File: src/rtl/lamp_seq_monitor.sv
// ---------------------------------------------------------------------------
// lamp_seq_monitor
//
// Watches a thermometer-coded lamp bus and checks that it follows the
// expected up/down light-chase sequence: three rise/fall legs (A, B, C)
// with optional "kickbacks" requested through flick. Any bad sample sends
// the monitor into SYNC until the bus goes dark, then it re-arms in IDLE.
//
// Ports
//   clk       clock, rising edge
//   rst_n     asynchronous active-low reset
//   lamp      observed lamp bus (MX_LP bits), sampled every rising edge
//   flick     observed flick request, sampled with lamp
//   clr       synchronous clear of counters, err_flag and err_code
//   phase     decoded phase (IDLE=0 .. SYNC=7)
//   obs_n     lit-lamp count of the last sample
//   exp_n     predicted lit-lamp count for the next sample
//   err       one-cycle error pulse
//   err_code  {step, shape} of the most recent error, held until next/clr
//   err_flag  sticky error indicator
//   seq_cnt   completed sequences (saturating)
//   kick_cnt  kickbacks taken (saturating)
//   err_cnt   errors seen (saturating)
// ---------------------------------------------------------------------------
module lamp_seq_monitor #(
  parameter int MX_LP = 16
) (
  input  logic             clk,
  input  logic             rst_n,
  input  logic [MX_LP-1:0] lamp,
  input  logic             flick,
  input  logic             clr,
  output logic [2:0]       phase,
  output logic [4:0]       obs_n,
  output logic [4:0]       exp_n,
  output logic             err,
  output logic [1:0]       err_code,
  output logic             err_flag,
  output logic [7:0]       seq_cnt,
  output logic [7:0]       kick_cnt,
  output logic [7:0]       err_cnt
);

  typedef enum logic [2:0] {
    IDLE = 3'd0,
    UP_A = 3'd1,
    DN_A = 3'd2,
    UP_B = 3'd3,
    DN_B = 3'd4,
    UP_C = 3'd5,
    DN_C = 3'd6,
    SYNC = 3'd7
  } phase_t;

  phase_t           state;
  logic [4:0]       n_now;
  logic [MX_LP-1:0] lamp_inc;
  logic             legal;
  logic             shape_err;
  logic             step_err;
  logic             any_err;

  function automatic logic [7:0] sat_inc(input logic [7:0] v);
    return (v == 8'hFF) ? v : v + 8'd1;
  endfunction

  // Count the lit lamps in the current sample. For a legal thermometer
  // code this is exactly n, and for an illegal shape it is the popcount
  // that gets reported, so one adder tree serves both cases.
  always_comb begin
    n_now = '0;
    for (int i = 0; i < MX_LP; i++) begin
      n_now = n_now + {4'b0000, lamp[i]};
    end
  end

  // A thermometer code 2^n-1 is the only pattern where adding one clears
  // every set bit; all-ones wraps to zero, which also passes.
  assign lamp_inc = lamp + MX_LP'(1);
  assign legal    = ((lamp & lamp_inc) == '0);

  // Checking is suspended in SYNC; everywhere else both the shape and the
  // predicted count are enforced against the current sample.
  always_comb begin
    shape_err = (state != SYNC) && !legal;
    step_err  = (state != SYNC) && (n_now != exp_n);
    any_err   = shape_err || step_err;
  end

  assign phase = state;

  // Main sequencer. Every output is a register updated from the sample
  // taken on this edge. An error overrides the sequence walk and parks the
  // monitor in SYNC. Otherwise the phase/prediction step is taken from the
  // current phase and count; since no error occurred, n_now equals exp_n
  // here, so the turn-around points are plain equality tests. clr is
  // handled last so it overrides the seq/kick increments, while an error in
  // the same cycle still reports itself with err_cnt restarting at one.
  always_ff @(posedge clk or negedge rst_n) begin
    if (!rst_n) begin
      state    <= IDLE;
      exp_n    <= '0;
      obs_n    <= '0;
      err      <= 1'b0;
      err_code <= 2'b00;
      err_flag <= 1'b0;
      seq_cnt  <= '0;
      kick_cnt <= '0;
      err_cnt  <= '0;
    end else begin
      obs_n <= n_now;
      err   <= any_err;

      if (any_err) begin
        state    <= SYNC;
        exp_n    <= '0;
        err_code <= {step_err, shape_err};
        err_flag <= 1'b1;
        err_cnt  <= clr ? 8'd1 : sat_inc(err_cnt);
      end else begin
        if (clr) begin
          err_code <= 2'b00;
          err_flag <= 1'b0;
          err_cnt  <= '0;
        end
        case (state)
          IDLE: begin
            if (flick) begin
              state <= UP_A;
              exp_n <= 5'd1;
            end else begin
              exp_n <= 5'd0;
            end
          end
          UP_A: begin
            if (n_now == 5'(MX_LP)) begin
              state <= DN_A;
              exp_n <= 5'(MX_LP - 1);
            end else begin
              exp_n <= n_now + 5'd1;
            end
          end
          DN_A: begin
            if (n_now == 5'd6) begin
              exp_n <= 5'd7;
              if (flick) begin
                state    <= UP_A;
                kick_cnt <= sat_inc(kick_cnt);
              end else begin
                state <= UP_B;
              end
            end else begin
              exp_n <= n_now - 5'd1;
            end
          end
          UP_B: begin
            if (n_now == 5'd11) begin
              state <= DN_B;
              exp_n <= 5'd10;
            end else begin
              exp_n <= n_now + 5'd1;
            end
          end
          DN_B: begin
            // Two places to kick back up into leg B: mid-way at five lamps,
            // or at the bottom. Without flick the bottom leads into leg C.
            if (n_now == 5'd5 && flick) begin
              state    <= UP_B;
              exp_n    <= 5'd6;
              kick_cnt <= sat_inc(kick_cnt);
            end else if (n_now == 5'd0) begin
              exp_n <= 5'd1;
              if (flick) begin
                state    <= UP_B;
                kick_cnt <= sat_inc(kick_cnt);
              end else begin
                state <= UP_C;
              end
            end else begin
              exp_n <= n_now - 5'd1;
            end
          end
          UP_C: begin
            if (n_now == 5'd6) begin
              state <= DN_C;
              exp_n <= 5'd5;
            end else begin
              exp_n <= n_now + 5'd1;
            end
          end
          DN_C: begin
            if (n_now == 5'd0) begin
              state   <= IDLE;
              exp_n   <= 5'd0;
              seq_cnt <= sat_inc(seq_cnt);
            end else begin
              exp_n <= n_now - 5'd1;
            end
          end
          SYNC: begin
            if (lamp == '0) begin
              state <= IDLE;
              exp_n <= 5'd0;
            end
          end
          default: begin
            state <= SYNC;
            exp_n <= 5'd0;
          end
        endcase
      end

      if (clr) begin
        seq_cnt  <= '0;
        kick_cnt <= '0;
      end
    end
  end

endmodule

File: config.mk
export PLATFORM = sky130hd
export DESIGN_NAME = lamp_seq_monitor
export DESIGN_NICKNAME = d
export VERILOG_FILES = /design/src/rtl/lamp_seq_monitor.sv
export SDC_FILE = /design/constraint.sdc
export NUM_CORES = 1
export LEC_CHECK = 0
export ABC_AREA = 1
export CORE_MARGIN = 1.5
export CORE_UTILIZATION = 31
export CTS_CLUSTER_DIAMETER = 120
export CTS_CLUSTER_SIZE = 20
export DETAILED_ROUTE_END_ITERATION = 7
export PLACE_DENSITY = 0.64
export SLEW_MARGIN = 20
export SYNTH_ARGS = -nofsm -noshare
export SYNTH_HDL_FRONTEND = slang
export SYNTH_SLANG_ARGS = --single-unit
File: constraint.sdc
create_clock -name clk -period 1.55 [get_ports clk]
set_input_delay 0.3875 -clock clk [delete_from_list [all_inputs] [get_ports clk]]
set_output_delay 0.3875 -clock clk [all_outputs]
set_load 0.05 [all_outputs]
==> reports/results.ini, run 1 <==
[worst_setup_path]
start_kind=input port
critical_path_arrival_ps=4620
required_ps=1780
path_delay_family=adder cells
cp_cell_sequence=buf_6, fa_1, inv_1, fa_1, fa_1, fa_1, inv_2, ha_4, fa_2, buf_6, xor2_2, a21oi_1, nand2_1, nor2_2, nand2_2, o21ai_4, buf_6, nand2_8, nand2_4, nand2_2, nand2_1
worstPathMaxFanout=5
path_class=input port to flip-flop
crit_buf_inv=5
slowest_stage=fa_1
cp_common_cell=fa_1
max_stage_delay_ps=520
critPathCaptureType=flip-flop

[die]
ios=61
core-area_um2=11000
rows=38
initial_core_util_pct=32.3
die_w_um=110
dieArea_um2=12100
die_height_um=110

[cells_and_area]
antenna_cells=0
post-route-util_pct=56.8
area_growth_pct=75.6
final_layout_size_suffix_gt1_share_pct=40.9
fin_cells=830
nNetsFinal=735

[global_route]
first_global_vias=3990
grt-ovfl-total=0
antenna_found_initial=0
grt_max_degree=42
grt_first_pass_wirelength_um=18700
grt_usage_pct=19.5

[yosys]
ys_types=35
avgSynthCellArea_um2=7.07
synthTopCellsByCount=nand2_1 (130), inv_1 (68), nand3_1 (55)
synth_nets=548
synth_area_um2=3550
ys.flop_type=dfrtp_1
synth_seq_cells=41
synth_edf_count=0
yosys.area.top_type=dfrtp_1
yosysSeqAreaShare_pct=28.9
synth_top_area_share_pct=28.9
syn_inst=502
yosysWarningCount=0
async_flop_share_pct=100
yosysMostFrequentCell=nand2_1
yosys-top-cells-area=dfrtp_1 (29%), nand2_1 (14%), nand3_1 (7.8%)

[sta]
finalClockSkew_ps=6.48
setup_violations=41
finalWorstSetupSlack_ps=-2840
period_share_pct=283
max_freq_mhz=228
rsz0062_at_grt=true
hold_violations=0
fin_crit_ps=4390
slew_headroom_pct=75.7
tightest_slew_ps=363
drv_slew=0
hold_ws_ps=49.6

[clock_tree]
clk_pin_slew_ps=70
htreeDepth=2
tritoncts=built
cts.sinks=41
clk_latency_ps=290
numCtsBuffers=5
clockBufferDepth=2
cts_root_buffer=clkbuf_16
cts_hold_buf=0

[placed_design]
place.port_buffers=60
place.gp.congestion=0.954
dpl.hpwl_um=8570
place_inst=802

[route]
routedWlPerCell_um=13.6
route.detailed.drc=0
dr.pass1.iters=5
drt-total-wl_um=11300
ant_nets=0
viasPerCell=4.87
drtIter0Drc=175
vias=4046

[power_and_ir_drop]
p_per_area_nw_per_um2=2090
fin_total_pwr_w=0.0130
ir_worst_vdd_v=0.00162
leakagePower_nw=3.03

[worst_hold_path]
hold_path.class=input port to async pin

[job]
cap_violations=0

[run_status]
run_status=finished, violations left
violations=setup timing

[report_power, final]
part           total [W]  switching, W  internal (W)
Sequential       0.00161      0.000259       0.00136
Clock            0.00139      0.000457      0.000929
Combinational     0.0100       0.00531       0.00471
[worst paths after layout]
check	startpoint	to	slack [ps]	depth (start not counted)
hold / removal	rst_n	err_cnt[2]	50	2
setup / recovery	lamp[13]	kick_cnt[3]	-2840	21
min in group clk	err_flag	err_flag	600	2
max in group asynchronous	rst_n	exp_n[0]	1260	2
setup reg to reg	exp_n[0]	kick_cnt[3]	-300	11
hold reg to reg	err_flag	err_flag	600	2
[stage by stage]
step | area [um2] | worst slack [ps] | TNS, ps
finish | 6230 | -2840 | -108040
global route | 6230 | -2990 | -113730
CTS | 5940 | -2770 | -106260
detailed placement | 5560 | -3590 | -137930
global placement | 5560 | -3530 | -135310
floorplan | 3590 | -2740 | -104940
[final cells by class]
class,instances,area [um2]
Tap cell,140,175
Inverter,71,269
Clock buffer,5,125
Fill cell,949,4750
Timing Repair Buffer,184,2020
Clock inverter,3,68.8
Multi-Input combinational cell,386,2550
Sequential cell,41,1030
[layout by cell type, fill, tap and decap left out, types with 11 or more instances in the layout]
cell and count:
buf_12 44, buf_4 106, buf_6 19, dfrtp_1 41
ha_1 14, inv_1 58, inv_2 12, nand2_1 109
nand2_2 23, nand3_1 38, nand3_2 16, nand4_1 19
nor2_1 45, nor2_2 11, o21ai_0 11, xor2_1 13
[metal layers]
layer  up-vias  track usage, %  part of all wire (%)
met2        96            33.3                    51
met1      1926            25.8                    43
li1       2011               -                     -
met3        13            2.88                   4.1
met4         0            5.10                   1.2
met5         -               0                     0
[flip-flops by register name, summed over array words and instances (netlist names)]
register  count
err_code      2
err_flag      1
exp_n         5
err_cnt       8
obs_n         5
err           1
kick_cnt      8
seq_cnt       8
phase         3
[logic make-up after synthesis]
logic type	share of synthesized area [%]
adders and majority gates	11.3
and+or+nand+nor	38.1
DFF	28.9
buffers and inverters	8.28
AOI/OAI and AO/OA	8.00
xor gates and xnor gates	5.18
muxes	0.282
[what timing repair did]
action,in CTS,in global routing
pin swaps,27,38
cloned,0,1
setup buffers,10,10
resized for setup,79,53
endpoints found under the setup margin,41,41
(Power assumes the default switching activity.)
==> run 2, diff against run 1 <==
--- a/config.mk
+++ b/config.mk
@@ -7,11 +7,11 @@
 export LEC_CHECK = 0
 export ABC_AREA = 1
 export CORE_MARGIN = 1.5
-export CORE_UTILIZATION = 31
+export CORE_UTILIZATION = 35
 export CTS_CLUSTER_DIAMETER = 120
 export CTS_CLUSTER_SIZE = 20
 export DETAILED_ROUTE_END_ITERATION = 7
-export PLACE_DENSITY = 0.64
+export PLACE_DENSITY = 0.7
 export SLEW_MARGIN = 20
 export SYNTH_ARGS = -nofsm -noshare
 export SYNTH_HDL_FRONTEND = slang
==> reports/results.ini, run 2 (synthesized netlist as in run 1, its figures left out) <==
[run_status]
run_status=finished, violations left  ; unchanged
violations=setup timing  ; unchanged

[worst_setup_path]
worstReg2RegEnd=exp_n[4]  ; was kick_cnt[3]
cp-endpoint=exp_n[4]  ; was kick_cnt[3]
start_kind=input port  ; unchanged
critical_path_arrival_ps=4600  ; was 4620 ps
worstPathMaxFanout=8  ; was 5
r2r-start=exp_n[0]  ; unchanged
rr_worst_depth=11  ; unchanged
setup.worst_path.start=lamp[15]  ; was lamp[13]
rrSetupSlack_ps=-370  ; was -300 ps
critPathCaptureType=flip-flop  ; unchanged
required_ps=1790  ; was 1780 ps
path_class=input port to flip-flop  ; unchanged

[power_and_ir_drop]
swShare_pct=47.2  ; was 46.3%
combPwrFrac_pct=78.2  ; was 77.0%
p_switching_w=0.00577  ; was 0.00603 W
clkPwrFrac_pct=8.7  ; was 10.6%
power_frac_seq_pct=13.1  ; was 12.4%
internal_power_w=0.00646  ; was 0.00699 W
ir_worst_vdd_v=0.00162  ; about the same
p_per_area_nw_per_um2=2020  ; was 2090 nW/um2
leakagePower_nw=2.96  ; was 3.03 nW
fin_total_pwr_w=0.0122  ; was 0.0130 W

[sta]
finalWorstSetupSlack_ps=-2810  ; was -2840 ps
fin_crit_ps=4360  ; was 4390 ps
tightest_slew_ps=360  ; was 363 ps
period_share_pct=281  ; was 283%
max_freq_mhz=229  ; was 228 MHz
hold_violations=0  ; unchanged
finalClockSkew_ps=10.5  ; was 6.48 ps
setup_violations=41  ; unchanged
rsz0062_at_grt=true  ; unchanged
slew_headroom_pct=75.8  ; was 75.7%
drv_slew=0  ; unchanged

[placed_design]
place_inst=793  ; was 802
place.port_buffers=60  ; unchanged
post-place-ws_ps=-3540  ; was -3590 ps
place.gp.congestion=0.940  ; was 0.954
dpl.hpwl_um=8680  ; was 8570 um

[clock_tree]
cts_hold_buf=0  ; unchanged
cts_root_buffer=clkbuf_8  ; was clkbuf_16
numCtsBuffers=5  ; unchanged
tritoncts=built  ; unchanged
clk_latency_ps=300  ; was 290 ps
clk_pin_slew_ps=90  ; was 70 ps
clockBufferDepth=2  ; unchanged
htreeDepth=2  ; unchanged
cts.sinks=41  ; unchanged

[global_route]
grt_use_met1_pct=27.1  ; was 25.8%
use_met3_pct=3.02  ; was 2.88%
grt-ovfl-total=0  ; unchanged
grt_first_pass_wirelength_um=19000  ; was 18700 um
grt_usage_pct=21.3  ; was 19.5%
grt_max_degree=42  ; unchanged
first_global_vias=4013  ; was 3990
busiest_layer=met2  ; unchanged
antenna_found_initial=0  ; unchanged
groute.layer.met2.usage_pct=38.0  ; was 33.3%

[cells_and_area]
multiInputGateArea_um2=2460  ; was 2550 um2
final_common_cell=nand2_1  ; unchanged
largestRegisters=err_cnt x8, kick_cnt x8, seq_cnt x8  ; unchanged
ff_latch_area_um2=1030  ; unchanged
mostFrequentLayoutCells=nand2_1 (115), buf_4 (103), inv_1 (59), nor2_1 (47), buf_12 (45)  ; was nand2_1 (109), buf_4 (106), inv_1 (58), nor2_1 (45), buf_12 (44)
final_layout_size_suffix_gt1_share_pct=38.4  ; was 40.9%
nFillCells=845  ; was 949
fin_cells=818  ; was 830
antenna_cells=0  ; unchanged
area_growth_pct=70.4  ; was 75.6%
nNetsFinal=730  ; was 735

[die]
dieArea_um2=10800  ; was 12100 um2
core-area_um2=9820  ; was 11000 um2
ios=61  ; unchanged
die_height_um=104  ; was 110 um
rows=36  ; was 38
initial_core_util_pct=36.2  ; was 32.3%
die_w_um=104  ; was 110 um

[worst_hold_path]
hold_path.class=input port to async pin  ; unchanged

[job]
cap_violations=0  ; unchanged

[route]
route.detailed.drc=0  ; unchanged
dr.pass1.iters=5  ; unchanged
ant_nets=0  ; unchanged
viasPerCell=4.94  ; was 4.87
drt-total-wl_um=11200  ; was 11300 um
routedWlPerCell_um=13.7  ; was 13.6 um
vias=4045  ; was 4046
drtIter0Drc=227  ; was 175

run 2: cell types whose count changed in the layout (fill, tap and decap cells not counted), sizes merged:
cell  before  now
buf      175  170
run 2: through the flow:
step                hold WS, ps  setup TNS [ps]  cell area [um2]  util [%]
finish                     41.6         -106570             6050      61.6
global route               66.2         -111740             6050      61.6
CTS                        56.6         -104760             5900      60.1
detailed placement          386         -135670             5540      56.4
global placement            378         -133290             5540      56.4
floorplan                  91.9         -104940             3590         -
run 2: worst min path at each step:
stage / startpoint / endpoint / cells after the start
finish: rst_n / err_cnt[3] / 2
global placement: rst_n / err_cnt[4] / 2
global route: rst_n / err_cnt[2] / 2
detailed placement: rst_n / err_cnt[3] / 2
floorplan: rst_n / err / 0
CTS: rst_n / err_cnt[3] / 2
run 2: metal layers:
metal / vias up / routed length, um
met5: - / 0
met2: 118 / 5740
met3: 17 / 493
li1: 1986 / -
met4: 0 / 172
met1: 1924 / 4840
run 2: area by class of cell:
class / instances / area share [%]
inverter: 71 / 4.45
clock buffer: 5 / 1.14
sequential: 41 / 17.0
clock inverter: 3 / 1.14
timing repair buffer: 179 / 32.8
tap: 133 / 2.75
multi-input combinational: 386 / 40.7
run 2: repair_timing:
item	in CTS	in global routing
buffers inserted	8	10
resized for setup	85	26
endpoints found under the setup margin	41	41
hold endpoints to repair	0	0
gates cloned	1	0
pin swaps	25	27
run 2: power groups by stage:
stage	sequential, W	clock, W	combinational (W)
final	0.00160	0.00107	0.00956
after global routing	0.00162	0.00112	0.0102
after CTS	0.00159	0.00108	0.00888
after detailed placement	0.00161	0	0.00799
after global placement	0.00161	0	0.00788
after floorplan	0.00250	0	0.00354
run 2: critical path, cell delays in order:
cell and delay (ps):
buf_8 100, fa_1 530, inv_1 50, fa_1 450, fa_1 490, fa_1 520
inv_2 50, ha_4 160, fa_2 400, nand2_4 100, inv_2 50, nor2_4 160
xnor2_1 130, nand2_1 90, nor2_2 130, nand2_2 110, o21ai_4 170, buf_12 150
buf_8 140, buf_12 120, nand2_2 50, nand2_1 60
==> run 3, diff against run 2 <==
--- a/config.mk
+++ b/config.mk
@@ -6,8 +6,8 @@
 export NUM_CORES = 1
 export LEC_CHECK = 0
 export ABC_AREA = 1
-export CORE_MARGIN = 1.5
 export CORE_UTILIZATION = 35
+export CTS_BUF_LIST = sky130_fd_sc_hd__clkbuf_4 sky130_fd_sc_hd__clkbuf_8
 export CTS_CLUSTER_DIAMETER = 120
 export CTS_CLUSTER_SIZE = 20
 export DETAILED_ROUTE_END_ITERATION = 7
==> reports/results.ini, run 3 (synthesized netlist as in run 1, its figures left out) <==
[die]
rows=36  ; unchanged
core-area_um2=9820  ; unchanged
ios=61  ; unchanged
initial_core_util_pct=36.2  ; unchanged
die_w_um=103  ; was 104 um
die_height_um=103  ; was 104 um
dieArea_um2=10600  ; was 10800 um2

[power_and_ir_drop]
ir_worst_vdd_v=0.00210  ; was 0.00162 V
leakagePower_nw=2.97  ; was 2.96 nW
p_per_area_nw_per_um2=2070  ; was 2020 nW/um2

[clock_tree]
htreeDepth=2  ; unchanged
cts_hold_buf=0  ; unchanged
tritoncts=built  ; unchanged
clk_pin_slew_ps=90  ; about the same
cts_root_buffer=clkbuf_8  ; unchanged
clk_latency_ps=300  ; about the same
clockBufferDepth=2  ; unchanged
cts.sinks=41  ; unchanged
numCtsBuffers=5  ; unchanged

[route]
ant_nets=0  ; unchanged
viasPerCell=5.00  ; was 4.94
dr.pass1.iters=5  ; unchanged
drt-total-wl_um=11700  ; was 11200 um
routedWlPerCell_um=14.3  ; was 13.7 um
vias=4083  ; was 4045
route.detailed.drc=0  ; unchanged
drtIter0Drc=147  ; was 227

[cells_and_area]
area_growth_pct=73.6  ; was 70.4%
mostFrequentLayoutCells=nand2_1 (113), buf_4 (104), inv_1 (56), nor2_1 (43), buf_12 (43)  ; was nand2_1 (115), buf_4 (103), inv_1 (59), nor2_1 (47), buf_12 (45)
largestRegisters=err_cnt x8, kick_cnt x8, seq_cnt x8  ; unchanged
final_common_cell=nand2_1  ; unchanged
ff_latch_area_um2=1030  ; unchanged
fin_area_um2=6170  ; was 6050 um2
antenna_cells=0  ; unchanged
multiInputGateArea_um2=2600  ; was 2460 um2
post-route-util_pct=62.8  ; was 61.6%
nNetsFinal=729  ; was 730
fin_cells=817  ; was 818
final_layout_size_suffix_gt1_share_pct=41.5  ; was 38.4%
nFillCells=833  ; was 845

[global_route]
first_global_vias=4078  ; was 4013
grt_max_degree=42  ; unchanged
grt_usage_pct=23.0  ; was 21.3%
grt-ovfl-total=0  ; unchanged
grt_first_pass_wirelength_um=19000  ; about the same
antenna_found_initial=0  ; unchanged

[placed_design]
dpl.hpwl_um=8880  ; was 8680 um
place.port_buffers=60  ; unchanged
place_inst=795  ; was 793
placed_area_um2=5540  ; about the same
place.gp.congestion=0.971  ; was 0.940

[worst_setup_path]
slowest_stage=fa_2  ; was fa_1
rrSetupSlack_ps=-280  ; was -370 ps
rr_worst_depth=10  ; was 11
start_kind=input port  ; unchanged
r2r-start=exp_n[0]  ; unchanged
path_delay_family=adder cells  ; unchanged
cp_cell_sequence=buf_8, fa_1, inv_2, fa_1, fa_2, fa_1, inv_2, ha_4, fa_2, buf_6, ha_4, nand3_4, inv_4, nor2_4, inv_2, nand2_2, nor2_4, nand2_4, nand3_2, o21ai_2  ; was buf_8, fa_1, inv_1, fa_1, fa_1, fa_1, inv_2, ha_4, fa_2, nand2_4, inv_2, nor2_4, xnor2_1, nand2_1, nor2_2, nand2_2, o21ai_4, buf_12, buf_8, buf_12, nand2_2, nand2_1
path_class=input port to flip-flop  ; unchanged
required_ps=1730  ; was 1790 ps
critPathCaptureType=flip-flop  ; unchanged
critical_path_arrival_ps=4570  ; was 4600 ps
worstPathMaxFanout=5  ; was 8
crit_buf_inv=6  ; was 7
worstReg2RegEnd=err_cnt[5]  ; was exp_n[4]
max_stage_delay_ps=640  ; was 530 ps

[sta]
max_freq_mhz=228  ; was 229 MHz
slew_headroom_pct=66.3  ; was 75.8%
fin_crit_ps=4380  ; was 4360 ps
period_share_pct=283  ; was 281%
tightest_slew_ps=502  ; was 360 ps
drv_slew=0  ; unchanged
finalClockSkew_ps=8.46  ; was 10.5 ps
setup_tns_ps=-107340  ; was -106570 ps
rsz0062_at_grt=true  ; unchanged
setup_violations=41  ; unchanged
finalWorstSetupSlack_ps=-2830  ; was -2810 ps
hold_violations=0  ; unchanged

[run_status]
run_status=finished, violations left  ; unchanged
violations=setup timing  ; unchanged

[job]
cap_violations=0  ; unchanged

[worst_hold_path]
hold_path.class=input port to async pin  ; unchanged

## run 3: changes by cell type in the layout (fill, tap and decap cells not counted), moves of 3 or more
cell and change:
nand2_4 +4, nor2_1 -4, ha_1 -3, ha_4 +3, inv_1 -3, nand3_1 -3
nor2_2 +3, o21ai_2 +3
## run 3: cell type report
cell class / instances / area share, %
sequential: 41 / 16.6
tap: 133 / 2.70
multi-input combinational: 386 / 42.2
clock buffer: 5 / 1.12
clock inverter: 3 / 1.12
timing repair buffer: 178 / 31.8
inverter: 71 / 4.44
## run 3: power by group
part	total [W]	switching [W]	internal (W)
Clock	0.00107	0.000425	0.000649
Sequential	0.00162	0.000264	0.00135
Combinational	0.0100	0.00537	0.00468
Total	0.0127	0.00606	0.00668
## run 3: worst max-delay path by stage
stage	from	cells after the start	slack (ps)	to
2_1_floorplan	lamp[11]	20	-2740	phase[0]
3_3_place_gp	lamp[11]	22	-3460	phase[0]
3_5_place_dp	lamp[11]	20	-3570	kick_cnt[7]
4_1_cts	lamp[5]	21	-2740	kick_cnt[3]
5_1_grt	lamp[13]	20	-2950	kick_cnt[7]
6_report	lamp[13]	20	-2830	kick_cnt[7]
## run 3: repair_timing
item                       in CTS  in global routing
pin swaps                      30                 27
gates cloned                    1                  0
gates resized for setup       111                 36
setup endpoints to repair      41                 41
hold endpoints to repair        0                  0
setup buffers                   9                  6
## run 3: metrics by stage
step | setup slack, ps | power (W) | hold WS (ps)
finish | -2830 | 0.0127 | 44.8
global route | -2950 | 0.0135 | 52.8
CTS | -2740 | 0.0120 | 52.8
detailed placement | -3570 | 0.00967 | 379
global placement | -3460 | 0.00956 | 379
floorplan | -2740 | 0.00604 | 91.9
## run 3: routing by layer
metal  vias up  global-route usage (%)  routed length [um]
met5         -                       0                   0
met4         0                    8.24                 295
met3        26                    3.39                 491
met2       119                    40.2                5980
met1      1946                    28.7                4900
li1       1992                       -                   -
